### src/rtl/piece_rotation_engine.sv
// Piece rotation engine: spawns tetromino bitmaps (forced, bag or LFSR pick)
// and rotates them in 90-degree clockwise steps inside a GRID x GRID box.
module piece_rotation_engine #(
    parameter int unsigned GRID      = 4,
    parameter int unsigned DIM_W     = 10,
    parameter bit          BAG_EN    = 1'b1,
    parameter logic [15:0] LFSR_SEED = 16'hACE1
) (
    input  logic                   clk,
    input  logic                   rst_n,
    input  logic                   spawn_req,
    input  logic                   spawn_force,
    input  logic [2:0]             force_type,
    input  logic                   rot_req,
    input  logic                   rot_dir,
    output logic                   busy,
    output logic                   done,
    output logic                   valid,
    output logic [2:0]             piece_type,
    output logic [1:0]             rot,
    output logic [GRID*GRID-1:0]   pixels,
    output logic [DIM_W-1:0]       width,
    output logic [DIM_W-1:0]       height
);

    localparam int unsigned NPIX = GRID * GRID;
    localparam int unsigned IW   = $clog2(NPIX);

    typedef enum logic [1:0] {
        IDLE = 2'd0,
        LOAD = 2'd1,
        ROT  = 2'd2
    } state_t;

    state_t state, state_nxt;

    logic [15:0]      lfsr;
    logic [6:0]       mask, mask_nxt;
    logic [1:0]       steps, steps_nxt;
    logic             lat_force, lat_force_nxt;
    logic [2:0]       lat_type, lat_type_nxt;
    logic             lat_dir, lat_dir_nxt;

    logic             busy_nxt, done_nxt, valid_nxt;
    logic [2:0]       type_nxt;
    logic [1:0]       rot_nxt;
    logic [NPIX-1:0]  pixels_nxt;
    logic [DIM_W-1:0] width_nxt, height_nxt;

    logic [2:0]       cand, chosen;
    logic [6:0]       mask_after;
    logic [NPIX-1:0]  base_pix, rot_pix;
    logic [DIM_W-1:0] base_w, base_h;

    function automatic logic [IW-1:0] pix_idx(input int unsigned r, input int unsigned c);
        return IW'(r * GRID + c);
    endfunction

    // LFSR free-runs every cycle (Fibonacci, taps 16,14,13,11)
    always_ff @(posedge clk or negedge rst_n) begin
        if (!rst_n) begin
            lfsr <= LFSR_SEED;
        end else begin
            lfsr <= {lfsr[0] ^ lfsr[2] ^ lfsr[3] ^ lfsr[5], lfsr[15:1]};
        end
    end

    // Type selection for the LOAD edge: forced, bag scan, or raw candidate
    always_comb begin
        logic         found;
        logic [2:0]   idx;
        logic [6:0]   mask_set;
        cand     = (lfsr[2:0] == 3'd7) ? 3'd0 : lfsr[2:0];
        chosen   = cand;
        found    = 1'b0;
        idx      = 3'd0;
        mask_set = mask;
        if (lat_force) begin
            chosen = lat_type;
        end else if (BAG_EN) begin
            for (int unsigned k = 0; k < 7; k++) begin
                idx = 3'((int'(cand) + int'(k)) % 7);
                if (!found && !mask[idx]) begin
                    chosen = idx;
                    found  = 1'b1;
                end
            end
        end
        if (BAG_EN) begin
            mask_set = mask | (7'd1 << chosen);
        end
        mask_after = (mask_set == 7'h7F) ? 7'd0 : mask_set;
    end

    // Base (rotation 0) bitmap and bounding box of the chosen type
    always_comb begin
        base_pix = '0;
        base_w   = DIM_W'(3);
        base_h   = DIM_W'(2);
        case (chosen)
            3'd1: begin // I
                base_pix[pix_idx(0, 0)] = 1'b1;
                base_pix[pix_idx(0, 1)] = 1'b1;
                base_pix[pix_idx(0, 2)] = 1'b1;
                base_pix[pix_idx(0, 3)] = 1'b1;
                base_w = DIM_W'(4);
                base_h = DIM_W'(1);
            end
            3'd2: begin // O
                base_pix[pix_idx(0, 0)] = 1'b1;
                base_pix[pix_idx(0, 1)] = 1'b1;
                base_pix[pix_idx(1, 0)] = 1'b1;
                base_pix[pix_idx(1, 1)] = 1'b1;
                base_w = DIM_W'(2);
                base_h = DIM_W'(2);
            end
            3'd3: begin // L
                base_pix[pix_idx(0, 0)] = 1'b1;
                base_pix[pix_idx(1, 0)] = 1'b1;
                base_pix[pix_idx(2, 0)] = 1'b1;
                base_pix[pix_idx(2, 1)] = 1'b1;
                base_w = DIM_W'(2);
                base_h = DIM_W'(3);
            end
            3'd4: begin // J
                base_pix[pix_idx(0, 1)] = 1'b1;
                base_pix[pix_idx(1, 1)] = 1'b1;
                base_pix[pix_idx(2, 0)] = 1'b1;
                base_pix[pix_idx(2, 1)] = 1'b1;
                base_w = DIM_W'(2);
                base_h = DIM_W'(3);
            end
            3'd5: begin // S
                base_pix[pix_idx(0, 1)] = 1'b1;
                base_pix[pix_idx(0, 2)] = 1'b1;
                base_pix[pix_idx(1, 0)] = 1'b1;
                base_pix[pix_idx(1, 1)] = 1'b1;
            end
            3'd6: begin // Z
                base_pix[pix_idx(0, 0)] = 1'b1;
                base_pix[pix_idx(0, 1)] = 1'b1;
                base_pix[pix_idx(1, 1)] = 1'b1;
                base_pix[pix_idx(1, 2)] = 1'b1;
            end
            default: begin // T
                base_pix[pix_idx(0, 0)] = 1'b1;
                base_pix[pix_idx(0, 1)] = 1'b1;
                base_pix[pix_idx(0, 2)] = 1'b1;
                base_pix[pix_idx(1, 1)] = 1'b1;
            end
        endcase
    end

    // One clockwise step of the current bitmap, kept anchored at row 0 / col 0
    always_comb begin
        rot_pix = '0;
        for (int unsigned r = 0; r < GRID; r++) begin
            for (int unsigned c = 0; c < GRID; c++) begin
                if (r < 32'(width) && c < 32'(height)) begin
                    rot_pix[pix_idx(r, c)] = pixels[pix_idx(32'(height) - 1 - c, r)];
                end
            end
        end
    end

    // State register
    always_ff @(posedge clk or negedge rst_n) begin
        if (!rst_n) begin
            state <= IDLE;
        end else begin
            state <= state_nxt;
        end
    end

    // Next-state logic; spawn has priority over rotation
    always_comb begin
        state_nxt = state;
        case (state)
            IDLE: begin
                if (spawn_req) begin
                    state_nxt = LOAD;
                end else if (rot_req && valid) begin
                    state_nxt = ROT;
                end
            end
            LOAD:    state_nxt = IDLE;
            ROT:     state_nxt = (steps == 2'd1) ? IDLE : ROT;
            default: state_nxt = IDLE;
        endcase
    end

    // Next values of the registered outputs and request latches
    always_comb begin
        busy_nxt      = busy;
        done_nxt      = 1'b0;
        valid_nxt     = valid;
        type_nxt      = piece_type;
        rot_nxt       = rot;
        pixels_nxt    = pixels;
        width_nxt     = width;
        height_nxt    = height;
        mask_nxt      = mask;
        steps_nxt     = steps;
        lat_force_nxt = lat_force;
        lat_type_nxt  = lat_type;
        lat_dir_nxt   = lat_dir;
        case (state)
            IDLE: begin
                if (spawn_req) begin
                    busy_nxt      = 1'b1;
                    lat_force_nxt = spawn_force;
                    lat_type_nxt  = (force_type == 3'd7) ? 3'd0 : force_type;
                end else if (rot_req && valid) begin
                    busy_nxt    = 1'b1;
                    lat_dir_nxt = rot_dir;
                    steps_nxt   = rot_dir ? 2'd3 : 2'd1;
                end
            end
            LOAD: begin
                busy_nxt   = 1'b0;
                done_nxt   = 1'b1;
                valid_nxt  = 1'b1;
                type_nxt   = chosen;
                rot_nxt    = 2'd0;
                pixels_nxt = base_pix;
                width_nxt  = base_w;
                height_nxt = base_h;
                mask_nxt   = mask_after;
            end
            ROT: begin
                pixels_nxt = rot_pix;
                width_nxt  = height;
                height_nxt = width;
                steps_nxt  = steps - 2'd1;
                if (steps == 2'd1) begin
                    busy_nxt = 1'b0;
                    done_nxt = 1'b1;
                    rot_nxt  = lat_dir ? (rot - 2'd1) : (rot + 2'd1);
                end
            end
            default: begin
                busy_nxt = 1'b0;
            end
        endcase
    end

    // Output and datapath registers
    always_ff @(posedge clk or negedge rst_n) begin
        if (!rst_n) begin
            busy       <= 1'b0;
            done       <= 1'b0;
            valid      <= 1'b0;
            piece_type <= 3'd0;
            rot        <= 2'd0;
            pixels     <= '0;
            width      <= '0;
            height     <= '0;
            mask       <= 7'd0;
            steps      <= 2'd0;
            lat_force  <= 1'b0;
            lat_type   <= 3'd0;
            lat_dir    <= 1'b0;
        end else begin
            busy       <= busy_nxt;
            done       <= done_nxt;
            valid      <= valid_nxt;
            piece_type <= type_nxt;
            rot        <= rot_nxt;
            pixels     <= pixels_nxt;
            width      <= width_nxt;
            height     <= height_nxt;
            mask       <= mask_nxt;
            steps      <= steps_nxt;
            lat_force  <= lat_force_nxt;
            lat_type   <= lat_type_nxt;
            lat_dir    <= lat_dir_nxt;
        end
    end

endmodule

### config.mk
export PLATFORM = sky130hd
export DESIGN_NAME = piece_rotation_engine
export DESIGN_NICKNAME = d
export VERILOG_FILES = /design/src/rtl/piece_rotation_engine.sv
export SDC_FILE = /design/constraint.sdc
export NUM_CORES = 1
export LEC_CHECK = 0
export ABC_AREA = 1
export CAP_MARGIN = 20
export CORE_ASPECT_RATIO = 1.25
export CORE_MARGIN = 2
export CORE_UTILIZATION = 35
export CTS_BUF_LIST = sky130_fd_sc_hd__clkbuf_16
export DETAILED_ROUTE_END_ITERATION = 7
export PLACE_DENSITY_LB_ADDON = 0.2
export SLEW_MARGIN = 0
export SYNTH_ARGS = -nofsm -noshare
export SYNTH_HDL_FRONTEND = slang
export SYNTH_SLANG_ARGS = --single-unit
### constraint.sdc
create_clock -name clk -period 7.2 [get_ports clk]
set_clock_uncertainty 0.2 [all_clocks]
set_input_delay 1.44 -clock clk [delete_from_list [all_inputs] [get_ports clk]]
set_output_delay 1.44 -clock clk [all_outputs]
set_load 0.02 [all_outputs]
* Word-level counts from Yosys, hierarchy flattened
Index checks and enable logic that the tools add are counted.
** Operators by class
- Mux-type cells :: 115
- Magnitude comparators :: 31
- Equal/unequal tests :: 16
- Reductions and logical operators :: 49
- Divide/modulo/power cells :: 7
- Shift-type cells :: 1
- Add/subtract/negate cells :: 25
- Bitwise logic cells :: 5
** Operator list (number)
- 32-bit by 4-bit remainder unit with 32-bit output (second input constant) :: 6
- 4-bit by 5-bit < comparator with 1-bit output (second input constant) :: 16
- 1-bit two-way mux :: 62
- 1-bit binary-select mux with 4-bit select :: 12
- 1-bit by 10-bit < comparator with 1-bit output (first input constant) :: 4
- 2-bit by 10-bit < comparator with 1-bit output (first input constant) :: 4
- 10-bit one-hot mux with 2 select lines :: 2
- 4-bit by 4-bit remainder unit with 32-bit output (second input constant) :: 1
- 16-bit one-hot mux with 2 select lines :: 1
- 3-bit two-way mux :: 10
- 4-bit by 2-bit adder with 4-bit output (second input constant) :: 7
- 3-bit by 4-bit < comparator with 1-bit output (second input constant) :: 7
- 1-bit logical AND :: 23
- 1-bit binary-select mux with 3-bit select :: 7
- 2-bit two-way mux :: 9
- 4-bit by 1-bit adder with 4-bit output (second input constant) :: 4
- 2-bit one-hot mux with 2 select lines :: 4
- 3-bit == test (second input constant) :: 5
- 3-bit by 3-bit adder with 4-bit output (second input constant) :: 3
- 1-bit zero test :: 12
- 2-bit by 1-bit subtractor with 2-bit output (second input constant) :: 5
- 3-bit by 2-bit adder with 4-bit output (second input constant) :: 2
- 1-bit binary-select mux with 2-bit select :: 4
- 7-bit == test (second input constant) :: 1
- other kinds (24) :: 38
** Word-level totals
- Flip-flop bits (word level) :: 76

* Logic depth before layout (Yosys ltp)
- Word-level depth :: 35
- Mapped depth :: 34
- Depth with buffers taken out :: 34

* Least setup slack after synthesis
OpenSTA, ideal clock, no wires.
- Kind :: reg2reg
- Start point :: reg lfsr[0]
- End point :: reg mask[0]
- Period minus slack after synthesis :: 4035 ps
- Stages on the path, launching flop included :: 30
- Arrival :: 3709 ps
- Setup slack :: 3165 ps
- Setup time :: 126 ps
- Path through :: dfstp_2 > ha_1 > nand2_4 > nand2_4 > inv_1 > ha_1 > inv_1 > ha_1 > inv_1 > ha_1 > inv_1 > o211ai_1 > nand3_1 > nand2_1 > inv_1 > nand2_1 > nand2_2 > nand2_2 > clkinv_2 > nand3_1 > nor2_2 > nand3_2 > o21ai_1 > inv_1 > a21oi_4 > nand3_2 > nand2_2 > nand2_2 > nor2_4 > a21oi_1
** On the way
- Longest elaborated chain between the ends :: 35
- Elaborated cells between the ends (all ways) :: 71
** Ends and longest elaborated chain
- start: declaration :: line 37 : logic [15:0] lfsr;
- start signal: assignment :: line 64 : lfsr <= {lfsr[0] ^ lfsr[2] ^ lfsr[3] ^ lfsr[5], lfsr[15:1]};
- 3-bit == test :: line 73 : cand = (lfsr[2:0] == 3'd7) ? 3'd0 : lfsr[2:0];
- 3-bit two-way mux (*) :: line 73
- parallel branches: the longest is 27 deep, another holds 32-bit by 4-bit remainder unit with 32-bit output
- 3-bit two-way mux (*) :: line 83 : if (!found && !mask[idx]) begin
- 3-bit two-way mux (*) :: line 78 : if (lat_force) begin
- 1-bit by 3-bit left shift with 7-bit output (*) :: line 90 : mask_set = mask | (7'd1 << chosen);
- 7-bit bitwise OR (*) :: line 90
- 7-bit == test :: line 92 : mask_after = (mask_set == 7'h7F) ? 7'd0 : mask_set;
- 7-bit two-way mux (*) :: line 92
- end signal: assignment :: line 272 : mask <= mask_nxt;
- end: declaration :: line 38 : logic [6:0] mask, mask_nxt;
Mark *: on every way between the ends. The select of a mux whose other input is x is not followed.
A chain may end at the register's enable or synchronous reset.

* Worst setup path after layout
- Start point :: reg lfsr[0]
- End point :: reg mask[4]
The elaborated chain is that of the path after synthesis.

==> flow_metrics.py <==
metrics = {
    "outcome": {
        "status": "finished clean",
    },
    "layout": {
        "insertedDiodeCount": 0,
        "final_common_cell": "nand2_1",
        "finalInstanceArea_sq_um": 6320,
        "nNetsFinal": 813,
        "drive_gt1_share_pct": 10.9,
        "layout_common_cells": "187 x nand2_1, 110 x inv_1, 68 x dfrtp_1",
        "syn_to_final_growth_pct": 18.2,
    },
    "detailed_routing": {
        "post_drt_via_cell_ratio": 5.23,
        "drc": 0,
        "drt-total-wl_um": 15000,
        "detail_route.wl_per_cell_um": 15.5,
        "firstDrtPassIters": 7,
        "num_vias": 5067,
        "ant_nets": 0,
        "dr.first_iter.drc_count": 272,
    },
    "placement": {
        "gp_congestion": 0.942,
        "io_buffers": 52,
        "placedInstanceArea_sq_um": 6020,
        "place_hpwl_um": 11300,
    },
    "setup_path": {
        "end_kind": "register",
        "required_ps": 7200,
        "critPathCapture": "mask[4]",
        "rr_worst_depth": 29,
        "r2r_end": "mask[4]",
        "worstSetupStartpoint": "lfsr[0]",
        "path_buf_inv": 7,
        "worstSetupPathType": "register to register",
        "worstPathArrival_ps": 4710,
        "r2r_start": "lfsr[0]",
        "crit_cells": 29,
        "critPathMostFrequentCell": "inv_1",
        "cp_max_fo": 11,
        "crit_path_start_kind": "register",
        "cp_slowest_stage_delay_ps": 610,
        "r2r_slack_ps": 2500,
        "crit_slowest_cell": "dfstp_2",
        "cp_top_family": "simple AND/OR/NAND/NOR gates",
    },
    "worst_hold_path": {
        "worstHoldStart": "lfsr[4]",
        "hp-class": "register to register",
    },
    "logic_synthesis": {
        "synth_edf_count": 0,
        "async_flop_share_pct": 100,
        "synth_top_cell_area_share_pct": 31.9,
        "synth.avg_cell_area_sq_um": 7.30,
        "netlist_top_cells_area": "dfrtp_1 32%, nand2_1 13%, inv_1 7.7%, ha_1 5.4%, o21ai_0 5.3%",
        "ys_warn_count": 0,
        "yosys_register_bits": 76,
        "syn_nets": 764,
        "synth_cell_types": 49,
        "syn_area_sq_um": 5340,
        "postSynthCellCount": 732,
        "seq_area_frac_synth_pct": 35.8,
        "synthFlopType": "dfrtp_1",
        "synth_largest_area_cell": "dfrtp_1",
    },
    "floorplanning": {
        "start_util_pct": 35.7,
        "core_area_sq_um": 15000,
        "dieWidth_um": 115,
        "io_pins": 53,
        "rows": 50,
        "die_area_sq_um": 16300,
        "fp.dieH_um": 142,
    },
    "clock_tree": {
        "clkSinkCount": 76,
        "numCtsBuffers": 9,
        "cts-resized-gates": 0,
        "path_clk_slew_ps": 60,
        "cts_max_level": 3,
        "insertion_delay_ps": 330,
        "cts_setup_buffers": 0,
        "ctsRootBufferMaster": "clkbuf_16",
        "clk_path_buf_depth": 2,
        "cts_tree": "built",
        "postCtsHoldBufs": 0,
    },
    "sta": {
        "rsz0062_at_grt": "no",
        "layout_min_cycle_time_ps": 4700,
        "tightestPinTransition_ps": 945,
        "maxSlewViolCount": 0,
        "fmax_mhz": 213,
        "fin_crit_sh_pct": 65.3,
        "hold_viol_final": 0,
        "setup_violations": 0,
        "fin_tns_setup_ps": 0,
        "relSlewSlack_pct": 37.0,
    },
    "run": {
        "maxCapViolCount": 0,
    },
    "grt": {
        "grt_max_degree": 77,
        "grtUsageTotal_pct": 19.0,
        "grt_pass1_wl_um": 24600,
        "overflow": 0,
        "antenna_found_initial": 0,
        "grt_pass1_vias": 5081,
    },
    "pwr": {
        "power.leakage_nw": 2.97,
        "powerDensity_nw_per_um2": 361,
        "power_mw": 2.28,
        "ir_drop_uv": 186,
    },
}
-- area by class of cell --
class,instances,area [sq um]
multi-input combinational,525,2920
sequential,76,1910
fill,1534,8640
inverter,115,433
clock buffer,9,225
tap,182,228
clock inverter,7,67.6
timing repair buffer,54,533
-- synthesized netlist by cell type, types with 2 or more instances --
master / number
o211ai_1: 13
nor4_1: 3
a2111oi_0: 2
a21oi_1: 18
nor2_4: 3
o21ai_1: 13
inv_1: 109
xor2_1: 5
nand2_2: 19
a21oi_2: 2
nor3_1: 2
xnor2_1: 4
nor2_2: 3
nand3_1: 44
ha_1: 23
a21oi_4: 2
o2111ai_1: 3
dfrtp_1: 68
o32ai_1: 2
a211oi_1: 3
nand3_2: 8
a31oi_1: 2
nand4_1: 14
a41oi_1: 2
nand2_1: 187
clkinv_1: 2
dfstp_2: 8
or2_2: 2
o21ai_2: 6
nand2_4: 8
clkbuf_1: 12
nor2_1: 46
o22ai_1: 17
inv_2: 3
o21ai_0: 57
a22oi_1: 4
-- stage by stage --
stage	setup slack (ps)	utilization [%]	instances	hold WS, ps
after global placement	2710	40.3	952	136
after global routing	2050	42.2	968	158
final	2500	42.2	968	151
after CTS	2510	42.2	968	152
after floorplan	3160	-	732	131
after detailed placement	2530	40.3	952	138
-- logic make-up (layout without fill, tap and decap cells) --
family                     Yosys count  after routing  share of synthesized area, %
and+or+nand+nor                    343            343                          30.4
buffers and inverters              131            185                          9.60
xor gates and xnor gates             9              9                          1.48
AOI/OAI and AO/OA                  150            150                          17.3
DFF                                 76             76                          35.8
adders and majority gates           23             23                          5.39
-- sequential cells by signal, summed over array words and instances (netlist names) --
name        count
lfsr           16
pixels         16
height         10
width          10
mask            7
lat_type        3
piece_type      3
rot             2
state           2
steps           2
busy            1
done            1
lat_dir         1
lat_force       1
valid           1
-- power breakdown --
| part | internal, mW | switching, mW | total (mW) |
|---|---|---|---|
| clock | 0.267 | 0.175 | 0.442 |
| sequential | 0.530 | 0.103 | 0.633 |
| combinational | 0.404 | 0.799 | 1.20 |
| total | 1.20 | 1.08 | 2.28 |
-- layer usage --
metal | share of wire (%) | wire [um] | track usage, % | vias to the layer above
li1 | - | - | - | 2516
met1 | 41 | 6200 | 22.4 | 2381
met2 | 51 | 7700 | 33.6 | 144
met3 | 4.3 | 652 | 3.19 | 26
met4 | 3.2 | 476 | 8.09 | 0
met5 | 0 | 0 | 0 | -
-- how the worst min path moves through the flow --
| stage | to | slack (ps) | depth (start not counted) |
|---|---|---|---|
| 6_report | lfsr[3] | 150 | 0 |
| 5_1_grt | lfsr[7] | 160 | 0 |
| 4_1_cts | lfsr[7] | 150 | 0 |
| 3_5_place_dp | lfsr[7] | 140 | 0 |
| 3_3_place_gp | lfsr[3] | 140 | 0 |
| 2_1_floorplan | lfsr[3] | 130 | 0 |
-- worst reg2reg max path, delay by kind of cell, from the launching register on --
family / cells / cell delay (ps)
and+or+nand+nor: 14 / 1570
buffers and inverters: 7 / 620
DFF: 1 / 610
AOI/OAI and AO/OA: 4 / 600
adders and majority gates: 4 / 980
No activity file was read; power rests on OpenSTA's default activity.
==> RTL change: new RTL, same flow settings <==
Reset style: synchronous (`rst_n`), changed in 3 clocked blocks.
--- a/src/rtl/piece_rotation_engine.sv
+++ b/src/rtl/piece_rotation_engine.sv
@@ -58,5 +58,5 @@
 
     // LFSR free-runs every cycle (Fibonacci, taps 16,14,13,11)
-    always_ff @(posedge clk or negedge rst_n) begin
+    always_ff @(posedge clk) begin
         if (!rst_n) begin
             lfsr <= LFSR_SEED;
@@ -165,5 +165,5 @@
 
     // State register
-    always_ff @(posedge clk or negedge rst_n) begin
+    always_ff @(posedge clk) begin
         if (!rst_n) begin
             state <= IDLE;
@@ -246,5 +246,5 @@
 
     // Output and datapath registers
-    always_ff @(posedge clk or negedge rst_n) begin
+    always_ff @(posedge clk) begin
         if (!rst_n) begin
             busy       <= 1'b0;
Formal check against the unedited RTL: differs if rst_n is asserted again (counterexample within 4 cycles, from zero or initial values and one cycle with rst_n low); with rst_n held inactive, the same outputs for 4 cycles.
==> RTL change against the original RTL <==
Cell area down 0.14%. Final cell count up 6.2%. Area after synthesis down 0.96%. First-iteration DRC count up 4.0%. Wire length down 2.8%. Synthesized cell count up 9.4%. Non-clock buffer count up 2. Global-route usage down 0.10 points. Highest routed layer unchanged. Largest cell class unchanged. Sequential cell count unchanged. Setup slack better by 0.024 ns.
Power is not compared: it rests on default switching activity, and its combinational part moved more than twofold at a synthesized area within 25%.
==> RTL change: results (changes against the original RTL) <==
status: "finished, final reports clean"
synth_nets: 832  # +8.9%
met2WireLength_mm: 7.23  # -6.2%
yosysSeqAreaShare_pct: 28.8  # -7.0 points
vias: 5207  # +2.8%
r2r-start: "lfsr[0]"
detailed_place_hpwl_mm: 10.9  # -3.8%
clock_path_buffers: 2  # unchanged
reg_top3: "lfsr: 16 flops, pixels: 16 flops"
synth_compound_area_share_pct: 19.1  # +1.8 points
ctsResizeCount: 0  # unchanged
hold_end: "lfsr[9]"
clock_latency_ns: 0.34
ys_types: 43  # -12%
hp-start: "lfsr[10]"
cp_slowest_cell: "dfxtp_1"
synth_ff_type: "dfxtp_1"
post-cts-setup-buffers: 0  # unchanged
antenna_found_initial: 0  # unchanged
r2r_setup_slack_ns: 2.52  # +0.02 ns
synthTopCellsByArea: "dfxtp_1 (29%), nand2_1 (15%), inv_1 (7.0%), a21oi_1 (5.4%), ha_1 (5.2%)"
synthTopCellsByCount: "nand2_1 (214), inv_1 (99), dfxtp_1 (76), a21oi_1 (57), o21ai_0 (53)"
synth_xor_xnor_area_share_pct: 1.77  # +0.30 points
max_stage_delay_ns: 0.56  # -0.05 ns
post_drt_wl_per_cell_um: 14.2  # -8.5%
critPathArrivalTime_ns: 4.70  # about the same
diodes: 0  # unchanged
pwr-share-comb_pct: 30.1
reg2reg_to: "mask[1]"
worst_pin_slew_ns: 0.610  # -0.335 ns
muxShareOfSynthArea_pct: 0  # unchanged
synthAdderAreaFrac_pct: 5.20  # -0.18 points
hold_path.class: "reg2reg"
power_density_nw_per_um2: 226
grtUsageTotal_pct: 18.8  # -0.10 points
place_congestion: 0.900  # -4.5%
grt_first_pass_wirelength_mm: 24.6  # about the same
use_met2_pct: 33.6  # -0.051 points
nets: 872  # +7.3%
async_flop_share_pct: 0  # -100 points
wl_met1_mm: 6.43  # +3.8%
htree_levels: 3  # unchanged
first_iter_violations: 283  # +4.0%
grt_max_degree: 43  # -44%
min_path_cells: 2  # +2
firstDrtPassIters: 4  # -3
grt_use_met3_pct: 2.31  # -0.89 points
worst-r2r-cell-count: 23  # -21%
seqPwrFrac_pct: 33.3
grt_pass1_vias: 5050  # -0.61%
dr_wl_met3_um: 524  # -20%
drive_above_1_share_pct: 10.5  # -0.42 points
met1_usage_pct: 22.7  # +0.26 points
==> RTL change: changes by cell type in the layout (fill, tap and decap cells not counted), moves of 8 or more <==
cell | unedited run | this run
dfstp_2 | 8 | 0
nand2_1 | 187 | 214
a21oi_1 | 18 | 57
inv_1 | 110 | 99
dfxtp_1 | 0 | 76
o22ai_1 | 17 | 0
dfrtp_1 | 68 | 0
==> RTL change: cell type report <==
type | count | area [µm²]
Timing Repair Buffer | 56 | 551
Inverter | 108 | 410
Clock inverter | 7 | 121
Clock buffer | 9 | 225
Fill cell | 1605 | 8580
Tap cell | 182 | 228
Multi-Input combinational cell | 590 | 3250
Sequential cell | 76 | 1520
==> RTL change: stage by stage <==
stage	cell area (µm²)	setup WS [ns]	utilization (%)	std cells	hold WS, ns
global route	6310	2.03	42.4	1028	0.221
CTS	6310	2.52	42.4	1028	0.220
detailed placement	5960	2.54	40.0	1012	0.199
global placement	5960	2.63	40.0	1012	0.193
floorplan	5290	3.11	-	801	0.190
finish	6310	2.52	42.4	1028	0.213
